**src/rtl/score_keeper.sv**
```systemverilog
`default_nettype none
// ============================================================================
//  Module      : score_keeper
//  Description : Match controller downstream of the ball stage. Watches the
//                left/right score counters, runs the match state machine
//                (IDLE -> COUNT -> PLAY <-> SERVE -> OVER), gates the ball
//                stage through ballHold, pulses matchReset into the ball
//                stage, and converts both scores to BCD for the display.
//
//  Ports       : PixelClock             system clock
//                Reset                  synchronous active-high reset
//                Start                  debounced start button level
//                frameTick              one-cycle pulse per video frame
//                leftScore/rightScore   7-bit scores from the ball stage
//                ballHold               1 = ball stage frozen
//                matchReset             one-cycle clear pulse to ball stage
//                gameOver               high while in OVER
//                winner                 00 none, 01 left, 10 right
//                leftTens/leftOnes      BCD of left score (saturates at 99)
//                rightTens/rightOnes    BCD of right score (saturates at 99)
//
//  Options     : SCORE_WIN_BY_TWO_EN -- when defined, a win also needs a
//                lead of at least two points (deuce play).
//
//  Revision    : 1.0  initial release
// ============================================================================
module score_keeper #(
    parameter int WinScore    = 11,
    parameter int StartFrames = 120,
    parameter int ServeFrames = 60,
    parameter int CntWidth    = 8
) (
    input  logic       PixelClock,
    input  logic       Reset,
    input  logic       Start,
    input  logic       frameTick,
    input  logic [6:0] leftScore,
    input  logic [6:0] rightScore,
    output logic       ballHold,
    output logic       matchReset,
    output logic       gameOver,
    output logic [1:0] winner,
    output logic [3:0] leftTens,
    output logic [3:0] leftOnes,
    output logic [3:0] rightTens,
    output logic [3:0] rightOnes
);

    // ------------------------------------------------------------------
    // Constants
    // ------------------------------------------------------------------
    localparam logic [2:0] c_ST_IDLE  = 3'd0;
    localparam logic [2:0] c_ST_COUNT = 3'd1;
    localparam logic [2:0] c_ST_PLAY  = 3'd2;
    localparam logic [2:0] c_ST_SERVE = 3'd3;
    localparam logic [2:0] c_ST_OVER  = 3'd4;

    localparam logic [CntWidth-1:0] c_START_LAST = CntWidth'(StartFrames - 1);
    localparam logic [CntWidth-1:0] c_SERVE_LAST = CntWidth'(ServeFrames - 1);
    localparam logic [7:0]          c_WIN        = 8'(WinScore);
    localparam logic [2:0]          c_LAST_ITER  = 3'd6;

    // ------------------------------------------------------------------
    // Match control
    // ------------------------------------------------------------------
    logic [2:0]          r_state;
    logic [CntWidth-1:0] r_cnt;
    logic                r_startQ;
    logic                r_matchReset;
    logic [1:0]          r_winner;
    logic [6:0]          r_prevLeft;
    logic [6:0]          r_prevRight;

    logic       w_startPulse;
    logic       w_leftEvent;
    logic       w_rightEvent;
    logic [7:0] w_left8;
    logic [7:0] w_right8;
    logic       w_leftWin;
    logic       w_rightWin;
    logic [1:0] w_winSel;

    assign w_startPulse = Start & ~r_startQ;
    assign w_leftEvent  = (leftScore  > r_prevLeft);
    assign w_rightEvent = (rightScore > r_prevRight);
    assign w_left8      = {1'b0, leftScore};
    assign w_right8     = {1'b0, rightScore};

`ifdef SCORE_WIN_BY_TWO_EN
    assign w_leftWin  = (w_left8  >= c_WIN) && (w_left8  >= (w_right8 + 8'd2));
    assign w_rightWin = (w_right8 >= c_WIN) && (w_right8 >= (w_left8  + 8'd2));
`else
    assign w_leftWin  = (w_left8  >= c_WIN);
    assign w_rightWin = (w_right8 >= c_WIN);
`endif

    // Simultaneous win: higher score takes it, a tie goes to the left.
    always_comb begin
        w_winSel = 2'b00;
        if (w_leftWin && w_rightWin) begin
            w_winSel = (w_left8 >= w_right8) ? 2'b01 : 2'b10;
        end else if (w_leftWin) begin
            w_winSel = 2'b01;
        end else if (w_rightWin) begin
            w_winSel = 2'b10;
        end
    end

    always_ff @(posedge PixelClock) begin
        if (Reset) begin
            r_state      <= c_ST_IDLE;
            r_cnt        <= '0;
            r_startQ     <= 1'b0;
            r_matchReset <= 1'b0;
            r_winner     <= 2'b00;
            r_prevLeft   <= '0;
            r_prevRight  <= '0;
        end else begin
            r_startQ     <= Start;
            r_matchReset <= 1'b0;
            // Previous-score registers track the inputs every cycle, so a
            // drop (ball-stage reset) or a held-state change just resyncs.
            // The ball stage clears its scores in response to matchReset,
            // so the history is zeroed during that pulse.
            r_prevLeft   <= r_matchReset ? 7'd0 : leftScore;
            r_prevRight  <= r_matchReset ? 7'd0 : rightScore;

            case (r_state)
                c_ST_IDLE: begin
                    if (w_startPulse) begin
                        r_matchReset <= 1'b1;
                        r_cnt        <= '0;
                        r_state      <= c_ST_COUNT;
                    end
                end
                c_ST_COUNT: begin
                    if (frameTick) begin
                        r_cnt <= r_cnt + 1'b1;
                        if (r_cnt == c_START_LAST) begin
                            r_state <= c_ST_PLAY;
                        end
                    end
                end
                c_ST_PLAY: begin
                    if (w_leftEvent || w_rightEvent) begin
                        if (w_leftWin || w_rightWin) begin
                            r_winner <= w_winSel;
                            r_state  <= c_ST_OVER;
                        end else begin
                            r_cnt   <= '0;
                            r_state <= c_ST_SERVE;
                        end
                    end
                end
                c_ST_SERVE: begin
                    if (frameTick) begin
                        r_cnt <= r_cnt + 1'b1;
                        if (r_cnt == c_SERVE_LAST) begin
                            r_state <= c_ST_PLAY;
                        end
                    end
                end
                c_ST_OVER: begin
                    if (w_startPulse) begin
                        r_matchReset <= 1'b1;
                        r_winner     <= 2'b00;
                        r_cnt        <= '0;
                        r_state      <= c_ST_COUNT;
                    end
                end
                default: begin
                    r_state <= c_ST_IDLE;
                end
            endcase
        end
    end

    assign ballHold   = (r_state != c_ST_PLAY);
    assign gameOver   = (r_state == c_ST_OVER);
    assign matchReset = r_matchReset;
    assign winner     = r_winner;

    // ------------------------------------------------------------------
    // BCD conversion (double-dabble, both sides in lock-step)
    // Shift register layout: [16:15] hundreds, [14:11] tens, [10:7] ones,
    // [6:0] binary still to be shifted in.
    // ------------------------------------------------------------------
    function automatic logic [16:0] f_dabble(input logic [16:0] v);
        logic [16:0] t;
        t = v;
        if (t[10:7]  >= 4'd5) t[10:7]  = t[10:7]  + 4'd3;
        if (t[14:11] >= 4'd5) t[14:11] = t[14:11] + 4'd3;
        return {t[15:0], 1'b0};
    endfunction

    // Any non-zero hundreds digit pins the display at 99.
    function automatic logic [7:0] f_sat(input logic [16:0] v);
        return (v[16:15] != 2'b00) ? 8'h99 : v[14:7];
    endfunction

    logic        r_busy;
    logic [2:0]  r_iter;
    logic [16:0] r_convL;
    logic [16:0] r_convR;
    logic [6:0]  r_lastL;
    logic [6:0]  r_lastR;
    logic [7:0]  r_bcdL;
    logic [7:0]  r_bcdR;

    logic [16:0] w_nextL;
    logic [16:0] w_nextR;

    assign w_nextL = f_dabble(r_convL);
    assign w_nextR = f_dabble(r_convR);

    always_ff @(posedge PixelClock) begin
        if (Reset) begin
            r_busy  <= 1'b0;
            r_iter  <= '0;
            r_convL <= '0;
            r_convR <= '0;
            r_lastL <= '0;
            r_lastR <= '0;
            r_bcdL  <= '0;
            r_bcdR  <= '0;
        end else if (!r_busy) begin
            // Both sides reload together so the four digits always come
            // from one consistent snapshot and update on the same cycle.
            if ((leftScore != r_lastL) || (rightScore != r_lastR)) begin
                r_convL <= {10'd0, leftScore};
                r_convR <= {10'd0, rightScore};
                r_lastL <= leftScore;
                r_lastR <= rightScore;
                r_iter  <= '0;
                r_busy  <= 1'b1;
            end
        end else begin
            r_convL <= w_nextL;
            r_convR <= w_nextR;
            r_iter  <= r_iter + 1'b1;
            if (r_iter == c_LAST_ITER) begin
                r_busy <= 1'b0;
                r_bcdL <= f_sat(w_nextL);
                r_bcdR <= f_sat(w_nextR);
            end
        end
    end

    assign leftTens  = r_bcdL[7:4];
    assign leftOnes  = r_bcdL[3:0];
    assign rightTens = r_bcdR[7:4];
    assign rightOnes = r_bcdR[3:0];

endmodule
`default_nettype wire
```
**config.mk**
```make
export PLATFORM = sky130hd
export DESIGN_NAME = score_keeper
export DESIGN_NICKNAME = d
export VERILOG_FILES = /design/src/rtl/score_keeper.sv
export SDC_FILE = /design/constraint.sdc
export NUM_CORES = 1
export LEC_CHECK = 0
export ABC_CLOCK_PERIOD_IN_PS = 2100
export BUFFER_PORTS_ARGS = -buffer_cell sky130_fd_sc_hd__buf_2
export CORE_ASPECT_RATIO = 1.1
export CORE_MARGIN = 3
export CORE_UTILIZATION = 55
export CTS_CLUSTER_DIAMETER = 80
export DETAILED_ROUTE_END_ITERATION = 8
export PLACE_DENSITY_LB_ADDON = 0.08
export SKIP_LAST_GASP = 1
export SLEW_MARGIN = 20
export SYNTH_ARGS = -nofsm -noshare
export SYNTH_HDL_FRONTEND = slang
export SYNTH_SLANG_ARGS = --single-unit
```
**constraint.sdc**
```tcl
create_clock -name PixelClock -period 2.1 [get_ports PixelClock]
set_input_delay 0.315 -clock PixelClock [delete_from_list [all_inputs] [get_ports PixelClock]]
set_output_delay 0.315 -clock PixelClock [all_outputs]
set_load 0.02 [all_outputs]
```
Word level (Yosys, flattened, before mapping)
Cells that the tools add are included.
W data, S select, Z words.

operators by class
  add/sub/neg operators = 6
  multipliers = 0
  div/mod/pow operators = 0
  magnitude comparators = 9
  eq/ne operators = 20
  shifts and indexed selects = 0
  mux-type cells = 37
  bitwise logic cells = 4
  reduce and logical (&&, ||, !) cells = 20

operator list
  cell                   count
  $mux W16               4
  $mux W8                6
  $mux W3                9
  $pmux W8 S3            1
  $add A4 B2 Y4 const B  4
  $ge A4 B3 Y1 const B   4
  $mux W4                4
  $ge A7 B4 Y1 const B   2
  $gt A7 B7 Y1           2
  $mux W2                7
  $ne A2 B2 Y1 const B   7
  $ne A7 B7 Y1           2
  $pmux W3 S4            1
  $reduce_or A2 Y1       5
  $add A8 B1 Y8 const B  1
  $eq A8 B6 Y1 const B   1
  $eq A8 B7 Y1 const B   1
  $reduce_bool A2 Y1     4
  $ge A7 B7 Y1           1
  $eq A3 B2 Y1 const B   2
  $eq A3 B3 Y1 const B   2
  $ne A2 B1 Y1 const B   3
  $reduce_and A6 Y1      1
  $reduce_and A5 Y1      1
  13 further kinds       21

storage, ports and cells
  flip-flop bits (word level) = 95
  latch bits = 0
  RAM bits = 0
  bits in read-only memories = 0
  input bits = 18
  word-level logic and storage cells = 113
  memories kept = 0

Longest topological paths before layout
Gate-level depths: netlist of run 1.

  depth in word-level cells = 7
  mapped depth = 9
  mapped depth without buffers = 8

Least setup slack after synthesis of run 1
Ideal clock, no wire load.

  path kind = register to register
  start = register r_prevRight[6]
  end = register r_winner[1] (netlist: winner[1])
  setup time = 0.058 ns
  arrival = 1.725 ns
  data required time = 2.042 ns
  slack = 0.316 ns
  cell stages (with the launch flop) = 10
  path through = dfxtp_1 > inv_1 > ha_1 > nand4_1 > a21oi_1 > o22ai_1 > and3_1 > buf_2 > a2111oi_0 > a31o_2

on the way
  cells in the longest elaborated chain, start to end = 4

RTL lines
  item                                RTL line  RTL
  start, declared                     72        logic [6:0] r_prevRight;
  start signal, assigned              126       r_prevRight <= r_matchReset ? 7'd0 : rightScore;
  $gt A7 B7 Y1                        85        assign w_rightEvent = (rightScore > r_prevRight);
  $logic_or A1 B1 Y1                  145       if (w_leftEvent || w_rightEvent) begin
  $ne A2 B2 Y1 (no source line)       --
  $reduce_and A4 Y1 (no source line)  --
  end signal, assigned                147       r_winner <= w_winSel;
  end, declared                       70        logic [1:0] r_winner;

No other way between the ends.
A chain may end at the register's enable or synchronous reset.

Final worst setup path of run 1
  start = register r_prevLeft[6]
  end = register r_cnt[2]

on the way
  cells in the longest elaborated chain, start to end = 4

RTL lines
  item                                RTL line  RTL
  start, declared                     71        logic [6:0] r_prevLeft;
  start signal, assigned              125       r_prevLeft <= r_matchReset ? 7'd0 : leftScore;
  $gt A7 B7 Y1                        84        assign w_leftEvent = (leftScore > r_prevLeft);
  $logic_or A1 B1 Y1                  145
  $ne A2 B2 Y1 (no source line)       --
  $reduce_and A5 Y1 (no source line)  --
  end signal, assigned                138       r_cnt <= r_cnt + 1'b1;
  end signal, assigned                157       r_cnt <= r_cnt + 1'b1;
  end, declared                       67        logic [CntWidth-1:0] r_cnt;

No other way between the ends.

==> out/summary.txt, run 1 <==
final WL - 10.6 mm
Sequential Area - 1900 um2
Worst setup EP type - flop
# hold bufs at CTS - 0
final setup fails - 0
port bufs - 38
Critical Path AT - 2.18 ns
Remaining DRCs - 0
Syn Nets - 632
initial antenna violation count - 0
synthesized area - 4770 um2
Synth Register Bits - 95
Seq/Total Area, Yosys - 39.9%
syn_area_per_cell - 8.20 um2
I/O pin total - 39
Final nets - 680
Worst-Margin Slew - 0.576 ns
Starting Density - 56.7%
Initial DRC Count - 207
Tcrit/Tclk final - 92.5%
Setup Buffers After CTS - 0
GRT Residual Overflow - 0
CP Class - flop to flop
Via Count - 4153
VDD IR max - 0.372 mV
ant diodes - 0
drt first pass iters - 5
placed instance area - 5230 um2
total global-route track usage - 22.8%
Num CTS Buffers - 9
count of cell types in the netlist - 47
row count - 35
Clk Latency, worst-skew pair - 0.36 ns
dpl cells - 730
Fillers - 741
CTS sink cnt - 95
Final min period - 1.94 ns
worst path required time - 2.33 ns
Fin Clk Skew - 0.00891 ns
multi-input logic area - 2610 um2
H-tree levels - 3
vias per inst - 5.58
asr flop ratio synth - 0%
maximum clock frequency - 515 MHz
Die Wd - 94.8 um
vias in the first global route - 4026
Max Buffers Root-to-Sink - 2
Final Cell Area - 5470 um2
CORE AREA - 8410 um2
RSZ-0062 raised after global routing - yes
CTS tree - built
Primary FF master, synth - dfxtp_1
number of flops mapped to enable cells by yosys - 0
crit path launch type - flop
wire length of the first global-routing pass - 18.4 mm
Post-DRT Antenna Nets - 0
top cell type's share of synthesized area - 39.9%
Synth Instances - 582
endpoints failing hold - 0
full die area - 9830 um2
status - finished clean
share of cells above drive strength 1 - 15.5%
top post-synthesis cells by area - dfxtp_1, ha_1, a21oi_1
relative max-transition margin - 61.4%
fin. max-slew vios - 0
clock transition at the registers of the reported paths - 0.09 ns
Root Buffer - clkbuf_8
die span in y - 104 um
Hold Crit Class - input port to flop
Yosys Warn Count - 0
Yosys top cell by area - dfxtp_1
Power Density - 690 nW/um2
DP Wirelength - 7.54 mm
Avg WL per Cell - 14.2 um
Max-cap violations - 0
largest net degree at the start of global routing - 56
Critical Path Fanout Max - 8
Post-Layout Cell Count - 744
Leak - 0.00222 uW
RePlAce Congestion - 0.822
Syn-to-layout area delta - 14.6%
-- worst max-delay path: stages (launching register included) --
cell     delay, ns
dfxtp_1       0.32
inv_1         0.04
ha_1          0.30
nand4_1       0.13
a21oi_1       0.14
o22ai_1       0.16
and3_2        0.27
buf_12        0.14
o31ai_1       0.22
a21oi_1       0.10
-- path summary, 6_finish.rpt --
| check | start | cells after the start | slack [ns] | to |
|---|---|---|---|---|
| min reg2reg | r_convL[1]$_SDFFE_PP0P_ | 2 | 0.45 | r_convL[2]$_SDFFE_PP0P_ |
| max | r_prevLeft[6]$_SDFF_PP0_ | 9 | 0.16 | r_cnt[2]$_SDFFE_PP0P_ |
| max reg2reg | r_prevLeft[6]$_SDFF_PP0_ | 9 | 0.16 | r_cnt[2]$_SDFFE_PP0P_ |
| min | Start | 2 | 0.18 | r_startQ$_SDFF_PP0_ |
-- cells in the final DEF, fill, tap and decap left out, types with 4 or more instances in the layout --
cell      instances
buf_2            38
a31oi_1           9
nand3b_1          4
nand3_1          23
o21ai_0          30
nor3b_1           5
nor3_1           18
nand4_1           7
nor2_1           43
a211oi_1          5
nor2b_1           4
mux2_2           11
and2_1            7
nand2_1          70
a311oi_1          4
inv_1            37
xnor2_1          18
mux2i_1           9
ha_1             32
buf_4            25
dfxtp_1          95
a22oi_1          11
nand2b_1         11
clkbuf_8         10
a21oi_1          68
and3_1            4
-- cells in the mapped netlist (all sizes together) (18+ instances only) --
| library cell | instances |
|---|---|
| xnor2 | 18 |
| inv | 37 |
| o21ai | 33 |
| nor2 | 43 |
| clkbuf | 21 |
| a21oi | 68 |
| nand2 | 70 |
| nor3 | 19 |
| nand3 | 23 |
| dfxtp | 95 |
| ha | 32 |
-- power breakdown --
part | internal, uW | switching [uW] | leakage [uW]
clock | 809 | 629 | 0.000118
sequential | 1860 | 33.6 | 0.000776
combinational | 181 | 260 | 0.00133
-- routing by layer --
| layer | GRT usage (%) | wire, um | vias up |
|---|---|---|---|
| met4 | 6.39 | 200 | 0 |
| met5 | 0 | 0 | - |
| met3 | 5.01 | 419 | 12 |
| met1 | 29.3 | 4830 | 1948 |
| met2 | 38.3 | 5140 | 79 |
| li1 | - | - | 2114 |
-- what timing repair did --
item | 4_1_cts | 5_1_grt
hold endpoints to repair | 0 | 0
setup endpoints to repair | 0 | 8
gates resized for setup | 0 | 2
-- registers in the layout (all words and copies together), names as in the netlist --
| name | flops |
|---|---|
| matchReset | 1 |
| r_bcdL | 8 |
| r_bcdR | 8 |
| r_busy | 1 |
| r_cnt | 8 |
| r_convL | 16 |
| r_convR | 16 |
| r_iter | 3 |
| r_lastL | 7 |
| r_lastR | 7 |
| r_prevLeft | 7 |
| r_prevRight | 7 |
| r_startQ | 1 |
| r_state | 3 |
| winner | 2 |
-- final cells by class --
cell class | instances | area share, %
multi-input cells | 420 | 47.8
flip-flops and latches | 95 | 34.8
repair buffers | 66 | 8.01
inverters | 38 | 2.61
well taps | 111 | 2.54
clock buffers | 10 | 2.52
clock inverters | 4 | 1.74
-- per-stage QoR --
stage          hold WS [ns]  power [uW]   TNS, ns  worst slack (ns)  util, %
6_report              0.185        3770         0             0.157     65.0
4_1_cts               0.172        3810         0             0.101     65.0
2_1_floorplan         0.428        2220         0             0.316        -
3_5_place_dp          0.440        2380   -0.0310           -0.0245     62.2
3_3_place_gp          0.432        2360  -0.00107          -0.00107     62.2
5_1_grt               0.203        3950   -0.0477           -0.0262     65.0
-- kinds of logic (layout without fill, tap and decap cells) --
kind of cell / Yosys count / after routing / synth area share [%]
flops: 95 / 95 / 39.9
fa+ha+maj: 32 / 32 / 8.39
buf+inv: 67 / 118 / 5.64
xor+xnor: 18 / 18 / 3.30
mux: 20 / 20 / 4.48
simple gates: 209 / 209 / 21.5
compound gates: 141 / 141 / 16.9
(Power assumes the default switching activity.)
==> run 2: changes to the inputs <==
Settings changed: ABC_CLOCK_PERIOD_IN_PS 2100 to default, PLACE_DENSITY_LB_ADDON 0.08 to 0.25.
==> out/summary.txt, run 2 (same netlist as run 1, synthesis figures left out) <==
pre-CTS setup slack - -0.0537 ns (-0.0293 ns)
most frequent cells in the layout - dfxtp_1, nand2_1, a21oi_1, nor2_1, buf_2
# hold bufs at CTS - 0 (unchanged)
status - finished clean
full die area - 9830 um2 (unchanged)
final WL - 10.5 mm (-1.3%)
Worst setup EP type - flop
Num CTS Buffers - 9 (unchanged)
Leak - 0.00217 uW (-2.6%)
VDD IR max - 0.411 mV (+11%)
Max-cap violations - 0 (unchanged)
Hold Crit Class - input port to flop
Initial DRC Count - 236 (+14%)
largest delay contributor family on the critical path - compound AO/OA/AOI/OAI gates
vias in the first global route - 3949 (-1.9%)
CORE AREA - 8410 um2 (unchanged)
Syn-to-layout area delta - 12.9%
Starting Density - 56.7% (unchanged)
wire length of the first global-routing pass - 17.6 mm (-4.0%)
Bufs and invs on worst path - 2 (unchanged)
ant diodes - 0 (unchanged)
RePlAce Congestion - 0.825 (+0.32%)
Via Count - 4157 (+0.096%)
H-tree levels - 3 (unchanged)
port bufs - 38 (unchanged)
share of cells above drive strength 1 - 15.3% (-0.20 points)
DP Wirelength - 7.39 mm (-1.9%)
CP Class - flop to flop
commonest non-fill, non-tap cell in the layout - dfxtp_1
Critical Path Fanout Max - 8 (unchanged)
GRT Residual Overflow - 0 (unchanged)
Tot Pwr - 3580 uW (-5.1%)
final setup fails - 0 (unchanged)
fin. max-slew vios - 0 (unchanged)
Final min period - 1.94 ns (-0.00607 ns)
row count - 35 (unchanged)
Setup Buffers After CTS - 0 (unchanged)
# resized after CTS - 0 (unchanged)
clock transition at the registers of the reported paths - 0.09 ns (about the same)
RSZ-0062 raised after global routing - yes
Power Density - 665 nW/um2 (-3.7%)
Root Buffer - clkbuf_8
largest net degree at the start of global routing - 33 (-41%)
CTS tree - built
Clk Latency, worst-skew pair - 0.36 ns (about the same)
Remaining DRCs - 0 (unchanged)
Die Wd - 94.8 um (unchanged)
Crit path largest cell delay - 0.32 ns (about the same)
Critical Path AT - 2.22 ns (+0.04 ns)
Fin Clk Skew - 0.0128 ns (+0.00391 ns)
Max Buffers Root-to-Sink - 2 (unchanged)
I/O pin total - 39 (unchanged)
relative max-transition margin - 45.3% (-16 points)
Post-DRT Antenna Nets - 0 (unchanged)
initial antenna violation count - 0 (unchanged)
Final nets - 674 (-0.88%)
die span in y - 104 um (unchanged)
endpoints failing hold - 0 (unchanged)
Tcrit/Tclk final - 92.2% (-0.29 points)
Cell Chain, Critical Path - inv_1 > ha_1 > a21oi_1 > o21ai_0 > o22ai_1 > and3_4 > buf_4 > a211oi_1 > nor3_1
total global-route track usage - 21.8% (-1.0 points)
crit path launch type - flop
vias per inst - 5.63 (+0.77%)
Avg WL per Cell - 14.1 um (-0.65%)
Worst-Margin Slew - 0.817 ns (+0.240 ns)
final setup margin - 0.163 ns (+0.00607 ns)
slowest cell on the critical path - dfxtp_1
drt first pass iters - 5 (unchanged)
Top Registers - r_convL: 16 flops, r_convR: 16 flops
CTS sink cnt - 95 (unchanged)
maximum clock frequency - 516 MHz (+0.31%)
worst path required time - 2.38 ns (+0.05 ns)
## run 2: power breakdown
group | internal (uW) | switching, uW | leakage, uW
Clock | 614 | 640 | 0.0000980
Sequential | 1860 | 35.3 | 0.000776
Combinational | 175 | 257 | 0.00129
Total | 2650 | 932 | 0.00217
## run 2: worst paths after layout
kind                       startpoint                      end  slack (ns)  depth (start not counted)
min reg2reg   r_convL[3]$_SDFFE_PP0P_  r_convL[4]$_SDFFE_PP0P_        0.45                          2
min                             Start      r_startQ$_SDFF_PP0_        0.21                          2
max          r_prevLeft[6]$_SDFF_PP0_    r_cnt[6]$_SDFFE_PP0P_        0.16                          9
max reg2reg  r_prevLeft[6]$_SDFF_PP0_    r_cnt[6]$_SDFFE_PP0P_        0.16                          9
## run 2: area by class of cell
| type | instances | area, um2 |
|---|---|---|
| clock buffers | 11 | 151 |
| clock inverters | 4 | 53.8 |
| flip-flops and latches | 95 | 1900 |
| well taps | 111 | 139 |
| inverters | 38 | 143 |
| repair buffers | 60 | 368 |
| fillers | 753 | 3020 |
| multi-input cells | 420 | 2630 |
## run 2: metrics by stage
stage / TNS, ns / hold WS (ns) / std cells / instance area, um2 / util (%)
2_1_floorplan: 0 / 0.428 / 582 / 4770 / -
3_3_place_gp: 0 / 0.435 / 724 / 5160 / 61.4
3_5_place_dp: -0.0537 / 0.443 / 724 / 5160 / 61.4
4_1_cts: 0 / 0.206 / 739 / 5370 / 63.8
5_1_grt: -0.0000748 / 0.204 / 739 / 5390 / 64.0
6_report: 0 / 0.210 / 739 / 5390 / 64.0
## run 2: routing by layer
metal	share of wire, %	global-route usage, %	vias up
met2	49	36.9	86
li1	-	-	2100
met1	46	28.1	1956
met5	0	0	-
met4	1.6	7.53	0
met3	3.5	3.12	15
